[config.mk]
export PLATFORM = sky130hd
export DESIGN_NAME = text_buffer_writer
export DESIGN_NICKNAME = d
export VERILOG_FILES = /design/src/rtl/text_buffer_writer.sv
export SDC_FILE = /design/constraint.sdc
export NUM_CORES = 1
export LEC_CHECK = 0
export ABC_CLOCK_PERIOD_IN_PS = 5640
export CORE_MARGIN = 2
export CORE_UTILIZATION = 30
export DETAILED_ROUTE_END_ITERATION = 10
export PLACE_DENSITY_LB_ADDON = 0.25
export SLEW_MARGIN = 20
export SYNTH_ARGS = -nofsm -noshare
export SYNTH_HDL_FRONTEND = slang
export SYNTH_SLANG_ARGS = --single-unit
[constraint.sdc]
create_clock -name clk -period 5.64 [get_ports clk]
set_input_delay 1.128 -clock clk [delete_from_list [all_inputs] [get_ports clk]]
set_output_delay 1.128 -clock clk [all_outputs]
set_load 0.03 [all_outputs]
[src/rtl/text_buffer_writer.sv]
// Text buffer writer: turns received UART bytes into character-cell RAM
// port-A writes at a tracked cursor, handling CR/LF/BS/FF and clearing the
// row it advances into (or the whole screen after reset and on FF).
module text_buffer_writer #(
    parameter int         ADDR_WIDTH = 12,
    parameter int         COLS       = 80,
    parameter int         ROWS       = 30,
    parameter logic [7:0] FILL_CHAR  = 8'h20,
    localparam int        CW         = $clog2(COLS),
    localparam int        RW         = $clog2(ROWS)
) (
    input  logic                  clk,
    input  logic                  rst,
    input  logic [7:0]            rx_data,
    input  logic                  rx_valid,
    output logic                  busy,
    output logic                  drop,
    output logic                  wen_a,
    output logic [ADDR_WIDTH-1:0] addr_a,
    output logic [7:0]            din_a,
    output logic [CW-1:0]         cursor_col,
    output logic [RW-1:0]         cursor_row
);

    typedef enum logic [1:0] {
        IDLE      = 2'd0,
        CLEAR_ROW = 2'd1,
        CLEAR_ALL = 2'd2
    } state_t;

    localparam logic [7:0] CH_BS = 8'h08;
    localparam logic [7:0] CH_LF = 8'h0A;
    localparam logic [7:0] CH_FF = 8'h0C;
    localparam logic [7:0] CH_CR = 8'h0D;

    localparam logic [CW-1:0]         LAST_COL     = CW'(COLS - 1);
    localparam logic [RW-1:0]         LAST_ROW     = RW'(ROWS - 1);
    localparam logic [ADDR_WIDTH-1:0] ROW_STRIDE   = ADDR_WIDTH'(COLS);
    localparam logic [ADDR_WIDTH-1:0] LAST_ROW_CNT = ADDR_WIDTH'(COLS - 1);
    localparam logic [ADDR_WIDTH-1:0] LAST_ALL_CNT = ADDR_WIDTH'(COLS * ROWS - 1);

    state_t                state_q, state_d;
    logic [CW-1:0]         col_q, col_d;
    logic [RW-1:0]         row_q, row_d;
    logic [ADDR_WIDTH-1:0] row_base_q, row_base_d;   // row * COLS, kept incrementally
    logic [ADDR_WIDTH-1:0] cnt_q, cnt_d;             // clear sequence index
    logic                  wen_q, wen_d;
    logic [ADDR_WIDTH-1:0] addr_q, addr_d;
    logic [7:0]            din_q, din_d;
    logic                  busy_q, busy_d;
    logic                  drop_q, drop_d;

    logic [RW-1:0]         next_row;
    logic [ADDR_WIDTH-1:0] next_base;
    logic                  printable;

    // Row/base values one row down, wrapping to the top (no scrolling).
    always_comb begin
        if (row_q == LAST_ROW) begin
            next_row  = '0;
            next_base = '0;
        end else begin
            next_row  = row_q + RW'(1);
            next_base = row_base_q + ROW_STRIDE;
        end
    end

    assign printable = (rx_data >= 8'h20) && (rx_data <= 8'h7E);

    // Next-state and registered-output logic for the byte interpreter and clear sequencer.
    always_comb begin
        // NOTE: every signal driven here gets a default first, so no path can infer a latch.
        state_d    = state_q;
        col_d      = col_q;
        row_d      = row_q;
        row_base_d = row_base_q;
        cnt_d      = cnt_q;
        wen_d      = 1'b0;
        addr_d     = addr_q;
        din_d      = din_q;
        busy_d     = 1'b0;
        drop_d     = drop_q | (rx_valid & busy_q);

        case (state_q)
            IDLE: begin
                if (rx_valid && !busy_q) begin
                    if (printable) begin
                        wen_d  = 1'b1;
                        addr_d = row_base_q + ADDR_WIDTH'(col_q);
                        din_d  = rx_data;
                        if (col_q == LAST_COL) begin
                            // Character goes out now; the row clear follows next cycle.
                            col_d      = '0;
                            row_d      = next_row;
                            row_base_d = next_base;
                            cnt_d      = '0;
                            busy_d     = 1'b1;
                            state_d    = CLEAR_ROW;
                        end else begin
                            col_d = col_q + CW'(1);
                        end
                    end else begin
                        case (rx_data)
                            CH_LF: begin
                                // No character to write, so the first clear write goes out immediately.
                                col_d      = '0;
                                row_d      = next_row;
                                row_base_d = next_base;
                                wen_d      = 1'b1;
                                addr_d     = next_base;
                                din_d      = FILL_CHAR;
                                busy_d     = 1'b1;
                                if (COLS == 1) begin
                                    state_d = IDLE;
                                end else begin
                                    cnt_d   = ADDR_WIDTH'(1);
                                    state_d = CLEAR_ROW;
                                end
                            end
                            CH_CR: begin
                                col_d = '0;
                            end
                            CH_BS: begin
                                if (col_q != '0) begin
                                    col_d  = col_q - CW'(1);
                                    wen_d  = 1'b1;
                                    addr_d = row_base_q + ADDR_WIDTH'(col_q - CW'(1));
                                    din_d  = FILL_CHAR;
                                end
                            end
                            CH_FF: begin
                                col_d      = '0;
                                row_d      = '0;
                                row_base_d = '0;
                                cnt_d      = '0;
                                busy_d     = 1'b1;
                                state_d    = CLEAR_ALL;
                            end
                            default: begin
                            end
                        endcase
                    end
                end
            end

            CLEAR_ROW: begin
                wen_d  = 1'b1;
                addr_d = row_base_q + cnt_q;
                din_d  = FILL_CHAR;
                busy_d = 1'b1;
                if (cnt_q == LAST_ROW_CNT) begin
                    cnt_d   = '0;
                    state_d = IDLE;
                end else begin
                    cnt_d = cnt_q + ADDR_WIDTH'(1);
                end
            end

            CLEAR_ALL: begin
                wen_d  = 1'b1;
                addr_d = cnt_q;
                din_d  = FILL_CHAR;
                busy_d = 1'b1;
                if (cnt_q == LAST_ALL_CNT) begin
                    cnt_d   = '0;
                    state_d = IDLE;
                end else begin
                    cnt_d = cnt_q + ADDR_WIDTH'(1);
                end
            end

            default: begin
                state_d = IDLE;
            end
        endcase
    end

    // State and output registers; reset restarts the full-screen clear.
    always_ff @(posedge clk) begin
        // NOTE: non-blocking assignments here so every flop samples pre-edge values.
        if (rst) begin
            state_q    <= CLEAR_ALL;
            col_q      <= '0;
            row_q      <= '0;
            row_base_q <= '0;
            cnt_q      <= '0;
            wen_q      <= 1'b0;
            addr_q     <= '0;
            din_q      <= '0;
            busy_q     <= 1'b1;
            drop_q     <= 1'b0;
        end else begin
            state_q    <= state_d;
            col_q      <= col_d;
            row_q      <= row_d;
            row_base_q <= row_base_d;
            cnt_q      <= cnt_d;
            wen_q      <= wen_d;
            addr_q     <= addr_d;
            din_q      <= din_d;
            busy_q     <= busy_d;
            drop_q     <= drop_d;
        end
    end

    assign busy       = busy_q;
    assign drop       = drop_q;
    assign wen_a      = wen_q;
    assign addr_a     = addr_q;
    assign din_a      = din_q;
    assign cursor_col = col_q;
    assign cursor_row = row_q;

endmodule

### After elaboration in Yosys (flattened, before gate mapping)

Index checks and enable logic that the tools add are counted.
W data, S select, Z words.

* flip-flop bits (word level): 61
* bits of input ports: 11
* output and inout bits: 35
* word-level logic and storage cells: 106

* add/subtract/negate cells: 9
* magnitude comparators: 2
* eq/ne operators: 19
* mux-type cells: 46
* bitwise operators: 2
* reductions and logical operators: 18

Operators by type and width (number)
* $mux W12: 11
* $pmux W12 S2: 3
* $pmux W12 S3: 2
* $eq A8 B4 Y1 const B: 4
* $pmux W8 S2: 2
* $add A12 B12 Y12: 2
* $mux W8: 3
* $mux W7: 3
* $reduce_and A4 Y1: 5
* $mux W5: 3
* $pmux W7 S2: 1
* $add A12 B1 Y12 const B: 1
* $add A12 B7 Y12: 1
* $add A12 B7 Y12 const B: 1
* $eq A12 B12 Y1 const B: 1
* $eq A12 B7 Y1 const B: 1
* $mux W2: 5
* $pmux W5 S2: 1
* $reduce_bool A3 Y1: 3
* $ge A8 B6 Y1 const B: 1
* $le A8 B7 Y1 const B: 1
* $ne A4 B2 Y1 const B: 2
* $sub A7 B1 Y8 const B: 1
* $add A7 B1 Y7 const B: 1
* other kinds (24): 37

### Logic depth before layout (Yosys ltp)

Gate-level depths: netlist of run 1.

* depth in word-level cells: 7
* mapped depth: 13
* mapped depth without buffers: 13

### Worst setup path before layout of run 1

No wires, ideal clock.

* path kind: reg2reg
* start point: register col_q[2], in the netlist cursor_col[2]
* end point: register addr_q[11], in the netlist addr_a[11]
* setup time: 91 ps
* arrival: 3223 ps
* required time: 5549 ps
* setup slack: 2326 ps
* stages on the path, launching flop included: 12
* cell sequence: dfxtp_1 buf_2 or4_1 nor3_1 ha_1 clkbuf_1 a2111oi_0 a31oi_1 xnor2_1 nand2_1 a41o_1 a311oi_1

* longest elaborated chain between the ends: 7
* elaborated cells between the ends (all ways): 11

Ends and longest elaborated chain
* start: declaration: line 43 `logic [CW-1:0] col_q, col_d;`
* start signal: assignment: line 194 `col_q <= col_d;`
* $sub A7 B1 Y8: line 127 `addr_d = row_base_q + ADDR_WIDTH'(col_q - CW'(1));`
* $add A12 B12 Y12: line 127
* $mux W12: line 124 `if (col_q != '0) begin`
* $pmux W12 S2: line 103 `case (rx_data)`
* $mux W12: line 87 `if (printable) begin`
* $mux W12: line 86 `if (rx_valid && !busy_q) begin`
* $pmux W12 S3: line 84 `case (state_q)`
* end signal: assignment: line 199 `addr_q <= addr_d;`
* end: declaration: line 48 `logic [ADDR_WIDTH-1:0] addr_q, addr_d;`

Several ways; a longest one is shown, not always the timed one. The select of a mux whose other input is x is not followed.
A chain may end at the register's enable or synchronous reset.

### Final worst setup path of run 1

* start point: input rx_data[1]
* end point: register row_base_q[7]

* longest elaborated chain between the ends: 4
* elaborated cells between the ends (all ways): 10

Ends and longest elaborated chain
* start: declaration: line 14 `input logic [7:0] rx_data,`
* $ge A8 B6 Y1 / $le A8 B7 Y1 (equally long branches): line 68 `assign printable = (rx_data >= 8'h20) && (rx_data <= 8'h7E);`
* $logic_and A1 B1 Y1: line 68
* $ne A2 B1 Y1 (no line) / $reduce_bool A3 Y1 (equally long branches)
* $reduce_and A4 Y1 (no line)
* end signal: assignment: line 196 `row_base_q <= row_base_d;`
* end: declaration: line 45 `logic [ADDR_WIDTH-1:0] row_base_q, row_base_d;`

Several ways; a longest one is shown, not always the timed one.

==> impl_metrics.ini, run 1 <==
[outcome]
run_status = finished, final reports clean

[synthesis]
syn-mean-instance-area_sq_um = 7.85
synth-main-ff-cell = dfxtp_1
yosysUniqueCellTypes = 74
synth.top_cell.area_share_pct = 24.6
yosysSeqAreaShare_pct = 24.6
ys_ff_latch = 61
syn_area_sq_mm = 0.00496
synth_nets = 687
yosysTopAreaCell = dfxtp_1
synthCells = 632
synth_area_leaders = dfxtp_1 25%, ha_1 10%, a21oi_1 5.7%, nor2_1 5.4%, xnor2_1 5.3%
synth_warnings = 0
async_flop_share_pct = 0
synth_edf_count = 0

[cts]
cts.clk_slew.worst_paths_ns = 0.06
worst_skew_pair.late_latency_ns = 0.34
cts_tree = built
cts_hold_buf = 0
cts.sinks = 61
htreeDepth = 3
cts_buffers = 9
postCtsSetupBuffers = 0
cts_root_buffer = clkbuf_16
clockBufferDepth = 2
cts_resized = 0

[detailed_routing]
final_antenna_net_count = 0
initialDrtViolationCount = 279
drt_wl_total_um = 15000
first_pass_iters = 5
drcViolationCount = 0
via_per_inst = 5.43
wire_per_inst_um = 17.1
num_vias = 4764

[layout]
fillers = 1768
fin_nets = 709
drive_gt1_share_pct = 5.78
final_util_pct = 35.8
antenna_cells = 0
syn_to_final_growth_pct = 18.1

[power_and_ir_drop]
power.internal_uw = 924
swShare_pct = 26.6
clock_power_share_pct = 48.8
seq_power_share_pct = 36.9
fin_total_pwr_mw = 1.26
netSwitchingPower_uw = 336
pwr_density_cell_mw_per_mm2 = 215
comb_power_share_pct = 14.3
p_leak_nw = 2.19
vdd_ir_drop_max_uv = 158

[worst_setup_path]
cp_slowest_cell = clkdlybuf4s50_1
critPathRequiredTime_ns = 5.91
arrival_ns = 4.25
reg2reg_from = cursor_col[2]
critPathCapture = row_base_q[7]
crit_path_max_incr_delay_ns = 0.72
r2r_slack_ns = 2.02
reg2reg_to = addr_a[11]
crit_path_cell_trace = clkdlybuf4s50_1 > nand4_1 > o21ai_1 > mux2i_1 > nand2b_1 > or4_1 > a21oi_1
crit_path_end_kind = register
worst-setup-path-type = input pin to register
cp_max_fo = 16
cp-start-kind = input pin
crit_start = rx_data[1]
reg2reg_depth = 9

[run]
drv_cap = 0

[place]
gp_congestion = 0.816
dpl.hpwl_um = 11100
port_buffers = 45

[timing]
slew_headroom_pct = 37.7
worstMarginPinSlew_ns = 0.934
fmax_mhz = 251
finalMaxSlewViolations = 0
clock_skew_ns = 0.00820
setup_violations = 0
fin_tns_setup_ns = 0
fin_crit_sh_pct = 70.6
finalHoldViolCount = 0
period_minus_slack_ns = 3.98
rsz0062_at_grt = no

[worst_hold_path]
min-delay-start = din_a[2]
holdCritPathClass = register to register
min_delay_path_depth = 2

[global_route]
met1_usage_pct = 22.6
grt_first_pass_wirelength_um = 24200
grt.total_usage_pct = 17.2
grt_use_met2_pct = 28.0
busiest_layer = met2
grt_max_degree = 48
grt_pass1_vias = 4639
overflow = 0
grt_antenna_before_repair = 0
met3_usage_pct = 3.60

[die]
ios = 46
start_util_pct = 30.4
rows = 47
core_sq_mm = 0.0163
die_h_um = 133
die_area_sq_mm = 0.0176
die-width_um = 133
[final cells by class]
class	count	area (sq um)	share of cell area, %
multi-input cells	513	3490	59.6
flip-flops and latches	61	1220	20.8
well taps	220	275	4.70
clock buffers	12	256	4.38
clock inverters	3	68.8	1.17
inverters	21	78.8	1.35
repair buffers	48	468	7.99
[cell usage in the layout (no fill, tap or decap), drive strengths merged, types with 4 or more instances in the layout]
master         synthesis  final
o2111ai                4      4
nor2                  72     72
o211ai                 7      7
buf                   15      4
ha                    41     41
xnor2                 30     30
nand3                 20     20
and3                   5      5
xor2                  20     20
a21oi                 58     58
or4                    7      7
nor3                  25     25
nor2b                  6      6
a21o                   8      8
a311oi                 4      4
a221o                  6      6
dfxtp                 61     61
nand2b                11     11
and2                   5      5
nor4                  12     12
clkdlybuf4s50          0     44
mux2i                  4      4
nand4                  8      8
nand2                 51     51
a221oi                 6      6
a211oi                12     12
clkbuf                22     12
a31oi                  6      6
o21a                   5      5
o21ai                 31     31
inv                   21     21
[metrics by stage]
step / hold WS, ns / worst slack (ns) / std cells / instance area (sq um)
floorplan: 0.466 / 2.33 / 632 / 4960
global placement: 0.439 / 1.46 / 863 / 5530
detailed placement: 0.445 / 1.33 / 863 / 5530
CTS: 0.451 / 1.68 / 878 / 5860
global route: 0.474 / 1.37 / 878 / 5860
finish: 0.451 / 1.66 / 878 / 5860
[cell families after synthesis]
kind of cell | Yosys count | synth area share, %
xor+xnor | 50 | 8.83
mux | 6 | 1.26
flops | 61 | 24.6
buf+inv | 58 | 5.17
simple gates | 234 | 23.7
compound gates | 179 | 24.9
fa+ha+maj | 44 | 11.5
[registers in the layout, indices dropped and copies added, names as in the netlist]
register / cells
addr_a: 12
cnt_q: 12
row_base_q: 12
din_a: 8
cursor_col: 7
cursor_row: 5
state_q: 2
busy: 1
drop: 1
wen_a: 1
[synth_stat cells (all sizes together), types with 15 or more instances]
| master | instances |
|---|---|
| xnor2 | 30 |
| nor2 | 72 |
| nor3 | 25 |
| nand2 | 51 |
| buf | 15 |
| ha | 41 |
| nand3 | 20 |
| xor2 | 20 |
| dfxtp | 61 |
| clkbuf | 22 |
| a21oi | 58 |
| inv | 21 |
| o21ai | 31 |
[metal layers]
layer  wire length, um  part of all wire (%)
met5                 0                     0
met4               311                   2.1
met3               731                   4.9
met2              7000                    47
met1              6930                    46
[how the worst min path moves through the flow]
stage	end	slack, ns
2_1_floorplan	state_q[0]	0.47
3_3_place_gp	din_a[2]	0.44
3_5_place_dp	din_a[2]	0.45
4_1_cts	din_a[2]	0.45
5_1_grt	din_a[5]	0.47
6_report	din_a[2]	0.45
[worst max-delay path: cells and delay by family]
family / cells / cell delay (ns)
AOI/OAI and AO/OA: 2 / 0.80
buffers and inverters: 1 / 0.72
muxes: 1 / 0.31
and+or+nand+nor: 3 / 1.27
[power by group through the flow]
stage / clock network, mW / registers [mW] / logic, mW
floorplan: 0 / 0.488 / 0.102
global placement: 0 / 0.473 / 0.176
detailed placement: 0 / 0.473 / 0.178
CTS: 0.623 / 0.464 / 0.179
global route: 0.639 / 0.467 / 0.194
finish: 0.614 / 0.465 / 0.181
No activity file was read; power rests on OpenSTA's default activity.
==> inputs of run 2 (changes only) <==
--- a/config.mk
+++ b/config.mk
@@ -5,7 +5,7 @@
 export SDC_FILE = /design/constraint.sdc
 export NUM_CORES = 1
 export LEC_CHECK = 0
-export ABC_CLOCK_PERIOD_IN_PS = 5640
+export ABC_CLOCK_PERIOD_IN_PS = 3540
 export CORE_MARGIN = 2
 export CORE_UTILIZATION = 30
 export DETAILED_ROUTE_END_ITERATION = 10
==> constraint.sdc (replaced) <==
create_clock -name clk -period 3.54 [get_ports clk]
set_input_delay 0.708 -clock clk [delete_from_list [all_inputs] [get_ports clk]]
set_output_delay 0.708 -clock clk [all_outputs]
set_load 0.03 [all_outputs]
==> run 2 against run 1 <==
  * Global-route usage is 0.49 points higher
  * Sequential share of layout area is 0.67 points lower
  * Utilization is 1.2 points higher
  * Clock skew is 0.0023 ns higher
  * Routed wire length is 2.8% higher
  * Worst hold slack worse by 0.0011 ns
  * Worst setup slack worse by 1.4 ns
  * Critical path depth is 5 higher
  * Final cell count is 3.3% higher
  * Total power is 54% higher
==> impl_metrics.ini, run 2 (same netlist as run 1, synthesis figures left out) <==
[detailed_routing]
drt_wl_total_um = 15400
via_per_inst = 5.43
first_pass_iters = 5
wire_per_inst_um = 17.0
initialDrtViolationCount = 341
num_vias = 4922
final_antenna_net_count = 0
drcViolationCount = 0

[timing]
rsz0062_at_grt = no
finalMaxSlewViolations = 0
period_minus_slack_ns = 3.27
fmax_mhz = 306
setup_violations = 0
slew_headroom_pct = 38.7
whs_ns = 0.450
clock_skew_ns = 0.0105
fin_ws_ns = 0.275
fin_tns_setup_ns = 0
fin_crit_sh_pct = 92.2
finalHoldViolCount = 0
worstMarginPinSlew_ns = 0.920

[cts]
cts_resized = 0
cts_root_buffer = clkbuf_16
clockBufferDepth = 2
cts.sinks = 61
cts_buffers = 9
htreeDepth = 3
cts_tree = built
postCtsSetupBuffers = 0
cts.clk_slew.worst_paths_ns = 0.06
cts_hold_buf = 0
worst_skew_pair.late_latency_ns = 0.33

[die]
ios = 46
die_h_um = 133
die_area_sq_mm = 0.0176
rows = 47
start_util_pct = 30.4
core_sq_mm = 0.0163
die-width_um = 133

[worst_setup_path]
cp_slowest_cell = a211oi_1
worst-setup-path-type = register to register
crit_path_end_kind = register
path_delay_family = compound AO/OA/AOI/OAI gates
cp.buffers_inverters = 2
crit_path_max_incr_delay_ns = 0.43
crit_path_cell_trace = inv_2 > ha_1 > inv_1 > ha_1 > a211oi_1 > o21ai_1 > a31o_1 > a21oi_1 > mux2_1 > o2111ai_1 > a211oi_1 > o41ai_2
cp_max_fo = 7
critPathRequiredTime_ns = 3.78
cp-start-kind = register
arrival_ns = 3.50

[layout]
final_area_sq_mm = 0.00605
mostFrequentLayoutCells = 72 x nor2_1, 61 x dfxtp_1, 57 x a21oi_1
syn_to_final_growth_pct = 22.0
antenna_cells = 0
final_common_cell = nor2_1
drive_gt1_share_pct = 9.75
fin_nets = 738

[worst_hold_path]
holdCritPathClass = register to register

[place]
placedInstanceArea_sq_mm = 0.00576
port_buffers = 45
gp_congestion = 0.876
dpl.hpwl_um = 11800
dp_slack_ns = 0.0698

[global_route]
grt_max_degree = 48
grt_first_pass_wirelength_um = 25000
grt_antenna_before_repair = 0
overflow = 0
grt.total_usage_pct = 17.7
grt_pass1_vias = 4655

[power_and_ir_drop]
pwr_density_cell_mw_per_mm2 = 320
vdd_ir_drop_max_uv = 244
p_leak_nw = 2.33

[outcome]
run_status = finished, final reports clean

[run]
drv_cap = 0
## run 2: per-stage QoR
step	power, mW	util, %	instances
after floorplan	0.939	-	632
after global placement	1.06	35.2	892
after detailed placement	1.06	35.2	892
after CTS	1.95	37.0	907
after global routing	2.01	37.0	907
final	1.94	37.0	907
## run 2: final timing paths
kind	startpoint	to	slack [ns]	cells after the start
worst max-delay path	cursor_col[1]	addr_a[9]	0.27	12
worst min-delay path	din_a[1]	din_a[1]	0.45	2
worst max register to register	cursor_col[1]	addr_a[9]	0.27	12
worst min register to register	din_a[1]	din_a[1]	0.45	2
## run 2: power breakdown
group / switching (mW) / total (mW) / leakage [nW] / internal, mW
clock: 0.328 / 0.887 / 0.145 / 0.559
sequential: 0.0181 / 0.729 / 0.494 / 0.711
combinational: 0.193 / 0.321 / 1.69 / 0.128
total: 0.539 / 1.94 / 2.33 / 1.40
## run 2: final cells by class
type | instances | area (sq um)
Fill cell | 1740 | 10300
Multi-Input combinational cell | 513 | 3490
Sequential cell | 61 | 1220
Timing Repair Buffer | 77 | 698
Tap cell | 220 | 275
Clock buffer | 11 | 243
Inverter | 21 | 78.8
Clock inverter | 4 | 48.8
## run 2: tightest hold or removal path, cell delays in order (launching register included)
cell     delay [ns]
dfxtp_1        0.31
nand2_1        0.05
a21oi_1        0.05
## run 2: layer usage
metal  track usage (%)  vias up  part of all wire (%)
met5                 0        -                     0
met4              5.26        0                   2.4
met3              2.91       26                   5.4
met2              28.6      157                    46
met1              24.1     2326                    46
li1                  -     2413                     -
